<file path="config.mk">
export PLATFORM = sky130hd
export DESIGN_NAME = axi4_lite_master_itf
export DESIGN_NICKNAME = d
export VERILOG_FILES = /design/src/rtl/axi4_lite_master_itf.sv
export SDC_FILE = /design/constraint.sdc
export NUM_CORES = 1
export LEC_CHECK = 0
export BUFFER_PORTS_ARGS = -buffer_cell sky130_fd_sc_hd__buf_2
export CAP_MARGIN = 10
export CORE_MARGIN = 2
export CORE_UTILIZATION = 50
export CTS_CLUSTER_SIZE = 40
export DETAILED_ROUTE_END_ITERATION = 8
export PLACE_DENSITY_LB_ADDON = 0.15
export SYNTH_ARGS = -nofsm -noshare
export SYNTH_HDL_FRONTEND = slang
export SYNTH_SLANG_ARGS = --single-unit
</file>
<file path="constraint.sdc">
create_clock -name clk -period 8.85 [get_ports clk]
set_input_delay 0 -clock clk [delete_from_list [all_inputs] [get_ports clk]]
set_output_delay 0 -clock clk [all_outputs]
set_load 0.005 [all_outputs]
</file>
<file path="src/rtl/axi4_lite_master_itf.sv">
// AXI4-Lite single-outstanding master: one command in, one AXI transaction out.
// Optional watchdog: define AXI4_LITE_MASTER_TIMEOUT_EN to abort stalled transfers.
module axi4_lite_master_itf #(
  parameter int G_AXI4_LITE_ADDR_WIDTH = 32,
  parameter int G_AXI4_LITE_DATA_WIDTH = 32,
  parameter int G_TIMEOUT_CYCLES       = 256
) (
  input  logic                                clk,
  input  logic                                rst,
  input  logic                                cmd_valid,
  output logic                                cmd_ready,
  input  logic                                cmd_rnw,
  input  logic [G_AXI4_LITE_ADDR_WIDTH-1:0]   cmd_addr,
  input  logic [G_AXI4_LITE_DATA_WIDTH-1:0]   cmd_wdata,
  output logic                                rsp_valid,
  output logic [G_AXI4_LITE_DATA_WIDTH-1:0]   rsp_rdata,
  output logic [1:0]                          rsp_resp,
  output logic                                awvalid,
  output logic [G_AXI4_LITE_ADDR_WIDTH-1:0]   awaddr,
  output logic [2:0]                          awprot,
  input  logic                                awready,
  output logic                                wvalid,
  output logic [G_AXI4_LITE_DATA_WIDTH-1:0]   wdata,
  output logic [G_AXI4_LITE_DATA_WIDTH/8-1:0] wstrb,
  input  logic                                wready,
  output logic                                bready,
  input  logic                                bvalid,
  input  logic [1:0]                          bresp,
  output logic                                arvalid,
  output logic [G_AXI4_LITE_ADDR_WIDTH-1:0]   araddr,
  output logic [2:0]                          arprot,
  input  logic                                arready,
  output logic                                rready,
  input  logic                                rvalid,
  input  logic [G_AXI4_LITE_DATA_WIDTH-1:0]   rdata,
  input  logic [1:0]                          rresp
);

  if (G_AXI4_LITE_DATA_WIDTH != 32 &&
      G_AXI4_LITE_DATA_WIDTH != 64) begin : g_bad_dw
    $error("data width must be 32 or 64");
  end
  if (G_TIMEOUT_CYCLES < 2) begin : g_bad_tmo
    $error("timeout must be at least 2 cycles");
  end

  typedef enum logic [2:0] {
    IDLE, WR, WRESP, RD, RDATA
  } state_t;

  state_t state;

  assign cmd_ready = (state == IDLE);
  assign awprot    = 3'b000;
  assign arprot    = 3'b000;
  assign wstrb     = '1;

`ifdef AXI4_LITE_MASTER_TIMEOUT_EN
  localparam int CW = $clog2(G_TIMEOUT_CYCLES + 1);
  localparam logic [CW-1:0] TMO_LAST = CW'(G_TIMEOUT_CYCLES - 1);
  logic [CW-1:0] tmo_cnt;
`endif

  always_ff @(posedge clk or posedge rst) begin
    if (rst) begin
      state     <= IDLE;
      awvalid   <= 1'b0;
      wvalid    <= 1'b0;
      bready    <= 1'b0;
      arvalid   <= 1'b0;
      rready    <= 1'b0;
      awaddr    <= '0;
      wdata     <= '0;
      araddr    <= '0;
      rsp_valid <= 1'b0;
      rsp_rdata <= '0;
      rsp_resp  <= 2'b00;
`ifdef AXI4_LITE_MASTER_TIMEOUT_EN
      tmo_cnt   <= '0;
`endif
    end else begin
      rsp_valid <= 1'b0;
      unique case (state)
        IDLE: begin
          if (cmd_valid) begin
            if (cmd_rnw) begin
              araddr  <= cmd_addr;
              arvalid <= 1'b1;
              state   <= RD;
            end else begin
              awaddr  <= cmd_addr;
              wdata   <= cmd_wdata;
              awvalid <= 1'b1;
              wvalid  <= 1'b1;
              state   <= WR;
            end
          end
        end
        WR: begin
          if (awvalid && awready) awvalid <= 1'b0;
          if (wvalid && wready) wvalid <= 1'b0;
          // both channels are done once each has handshaken now or earlier
          if ((!awvalid || awready) && (!wvalid || wready)) begin
            bready <= 1'b1;
            state  <= WRESP;
          end
        end
        WRESP: begin
          if (bvalid && bready) begin
            bready    <= 1'b0;
            rsp_valid <= 1'b1;
            rsp_resp  <= bresp;
            rsp_rdata <= '0;
            state     <= IDLE;
          end
        end
        RD: begin
          if (arvalid && arready) begin
            arvalid <= 1'b0;
            rready  <= 1'b1;
            state   <= RDATA;
          end
        end
        RDATA: begin
          if (rvalid && rready) begin
            rready    <= 1'b0;
            rsp_valid <= 1'b1;
            rsp_rdata <= rdata;
            rsp_resp  <= rresp;
            state     <= IDLE;
          end
        end
        default: state <= IDLE;
      endcase
`ifdef AXI4_LITE_MASTER_TIMEOUT_EN
      // watchdog overrides whatever the FSM decided this cycle
      if (state == IDLE) begin
        tmo_cnt <= '0;
      end else if (tmo_cnt == TMO_LAST) begin
        awvalid   <= 1'b0;
        wvalid    <= 1'b0;
        bready    <= 1'b0;
        arvalid   <= 1'b0;
        rready    <= 1'b0;
        rsp_valid <= 1'b1;
        rsp_resp  <= 2'b11;
        rsp_rdata <= '0;
        state     <= IDLE;
      end else begin
        tmo_cnt <= tmo_cnt + CW'(1);
      end
`endif
    end
  end

endmodule

</file>
==> results.md <==
* Outcome: finished clean
* Vias in the first global route at 4624
* Final Cycle Share at 30.3%
* Pre-antenna DRT Iters at 4
* DR iter-0 viols at 282
* Post_cts resized at 0
* Clk_lat worst skew at 0.51 ns
* Max Root-Sink Buffers at 2
* Synth top cells by count: dfrtp_1 (139), mux2_2 (65), mux2_1 (35)
* Worst setup SP type: flip-flop
* Routed WL at 14700 um
* CTS clk-pin slew, worst paths at 0.06 ns
* CP required at 9.23 ns
* Critical Path End Type: flip-flop
* Post-synth ARST share at 100%
* Register area share after synthesis at 64.9%
* Mapped Avg Cell Area at 15.4 um^2
* Row cnt at 37
* Finished Cell Area at 0.00830 mm^2
* Most numerous cell in the Yosys netlist: dfrtp_1
* Crit path DAT at 3.06 ns
* Pleak at 4.18 nW
* Starting Density at 51.7%
* Final Hold Vio Count at 0
* Grt total ovfl at 0
* PD cells at 298 mW/mm^2
* Comb pwr share at 31.1%
* CTS tree: yes
* Syn Inst Count at 349
* Clock Tree Root: clkbuf_8
* Yosys warns at 0
* Core area at 0.0104 mm^2
* Maximum VDD drop at 0.000197 V
* Setup bufs post-CTS at 0
* Via density at 4.98
* Number of inserted diodes at 0
* Worst slew margin at 36.6%
* Die area at 0.0116 mm^2
* # IOs at 256
* RSZ-0062 raised after global routing: false
* Internal power at 1.73 mW
* Reg-to-reg slack, setup at 6.17 ns
* Seq. cell area at 0.00348 mm^2
* Worst flop-to-flop path endpoint: rsp_resp[0]$_DFFE_PP0P_
* Horiz. Die Dim at 108 um
* Placed cell areas at 0.00663 mm^2
* RR Startpoint: state[1]$_DFFE_PP0P_
* CP endpoint: rsp_resp[0]$_DFFE_PP0P_
* Worst r2r path cells at 4
* Vias at 4249
* Initial antenna violation count at 0
* Unique masters post-synth at 30
* Final setup viols at 0
* CP Max Fanout at 14
* H-Tree Depth at 4
* Slowest-stage cell, CP: nor3b_1
* Layout net count at 814
* Area of the multi-input gates at 0.00170 mm^2
* Worst hold path class: input port to asynchronous set/reset pin
* Placer Congestion at 0.760
* Filler cells at 614
* Share of the synthesized area in the top cell type at 64.9%
* CTS Hold Buffers Added at 110
* Ys flop type: dfrtp_1
* EDFF count, synth at 0
* First-pass GRT wire length at 23200 um
* Post-route ant nets at 0
* IO Port Bufs at 245
* Fin Setup TNS at 0 ns
* Largest net degree at the start of global routing at 75
* Synthesized cell area at 0.00536 mm^2
* Sw frac at 30.0%
* Max incr delay on CP at 0.72 ns
* Worst Setup SP: state[1]$_DFFE_PP0P_
* Leading area contributor after synthesis: dfrtp_1
* Seq pwr share at 41.8%
* GRT Resource Usage Total at 26.2%
* #FFs+latches synth at 139
* Fin Clk Skew at 0.0174 ns
* Clock Sinks at 139
* DRC at 0
* CP Cell Sequence: nor3b_1 > mux2_2 > dlygate4sd3_1 > mux2_1
* Worst-Margin Slew at 0.950 ns
* DP Wirelength at 9000 um
* Psw at 742 uW
* Max cap viols at 0
* Share of layout cells above drive strength 1 at 49.0%
* Final slew viol count at 0
* Num CTS Buffers at 17
* Synth area leaders: dfrtp_1 (65%), mux2_2 (14%), mux2_1 (7.4%)
* Clock network power share at 27.1%
* Fin crit period at 2.68 ns
* Area delta synth->final at 54.8%
* Achievable Freq at 373 MHz
* DIE HEIGHT at 108 um
* Wire per inst at 17.2 um
* Setup CP Type: flip-flop to flip-flop
-- stage by stage --
stage	power, mW	util (%)	hold slack (ns)	setup WS [ns]	cells
after floorplan	1.41	-	0.0850	5.13	357
after global placement	1.72	63.9	0.107	6.38	712
after detailed placement	1.76	63.9	0.115	6.33	712
after CTS	2.48	80.0	0.124	6.20	854
after global routing	2.62	80.0	0.168	6.11	854
final	2.48	80.0	0.167	6.17	854
-- registers in the layout, summed over array words and instances (netlist names) --
name       cells
awvalid        1
rsp_resp       2
araddr        32
wvalid         1
awaddr        32
state          3
bready         1
rready         1
arvalid        1
wdata         32
rsp_valid      1
rsp_rdata     32
-- worst min-delay path by stage --
stage | start | to | slack [ns] | depth (start not counted)
finish | rst | rsp_rdata[8]$_DFFE_PP0P_ | 0.17 | 3
global route | rst | rsp_rdata[7]$_DFFE_PP0P_ | 0.17 | 3
CTS | rst | rsp_rdata[15]$_DFFE_PP0P_ | 0.12 | 3
detailed placement | rst | rsp_rdata[7]$_DFFE_PP0P_ | 0.12 | 2
global placement | rst | rsp_rdata[13]$_DFFE_PP0P_ | 0.11 | 2
floorplan | awready | awvalid$_DFFE_PP0P_ | 0.08 | 1
-- metal layers --
metal  up-vias  global-route usage, %  share of wire (%)
li1       1937                      -                  -
met1      2075                   30.8                 39
met2       200                   44.5                 51
met3        37                   8.29                7.5
met4         0                   10.9                2.8
met5         -                      0                  0
-- power by group through the flow --
stage	registers, mW	clock network (mW)	logic (mW)
after floorplan	1.04	0	0.370
after global placement	1.02	0	0.700
after detailed placement	1.03	0	0.724
after CTS	1.03	0.684	0.770
after global routing	1.07	0.715	0.840
final	1.04	0.670	0.771
-- kinds of logic after synthesis --
kind of cell           synth area share, %
multiplexers                          21.0
flip-flops                            64.9
AO/OA/AOI/OAI                         6.68
buffers and inverters                 4.25
other                                0.140
AND/OR/NAND/NOR                       3.03
-- cells in the final DEF, fill, tap and decap left out, drive strengths merged --
master,instances
inv,4
buf,249
nand4,1
o21ai,2
bufinv,2
a22o,32
a211o,1
a22oi,1
a21oi,4
dfrtp,139
nand3,6
nor2b,2
o21a,1
nand3b,1
clkinvlp,2
clkinv,8
nor2,5
nor3,2
nor3b,1
a31oi,1
clkbuf,20
mux2,100
conb,10
nand2,9
or3,1
dlygate4sd3,110
a2bb2oi,2
nand2b,2
-- cell type report --
| cell class | instances | area share (%) |
|---|---|---|
| inverter | 4 | 0.241 |
| multi-input combinational | 184 | 20.5 |
| clock buffer | 20 | 5.37 |
| clock inverter | 12 | 1.48 |
| sequential | 139 | 41.9 |
| timing repair buffer | 359 | 28.4 |
| tap | 136 | 2.05 |
-- critical path: cells and delay by family (launching register included) --
family                 cells  cell delay (ns)
buffers and inverters      1             0.56
AND/OR/NAND/NOR            1             0.72
flip-flops                 1             0.56
multiplexers               2             0.71
Note: power is estimated with default switching activity, not from simulation.
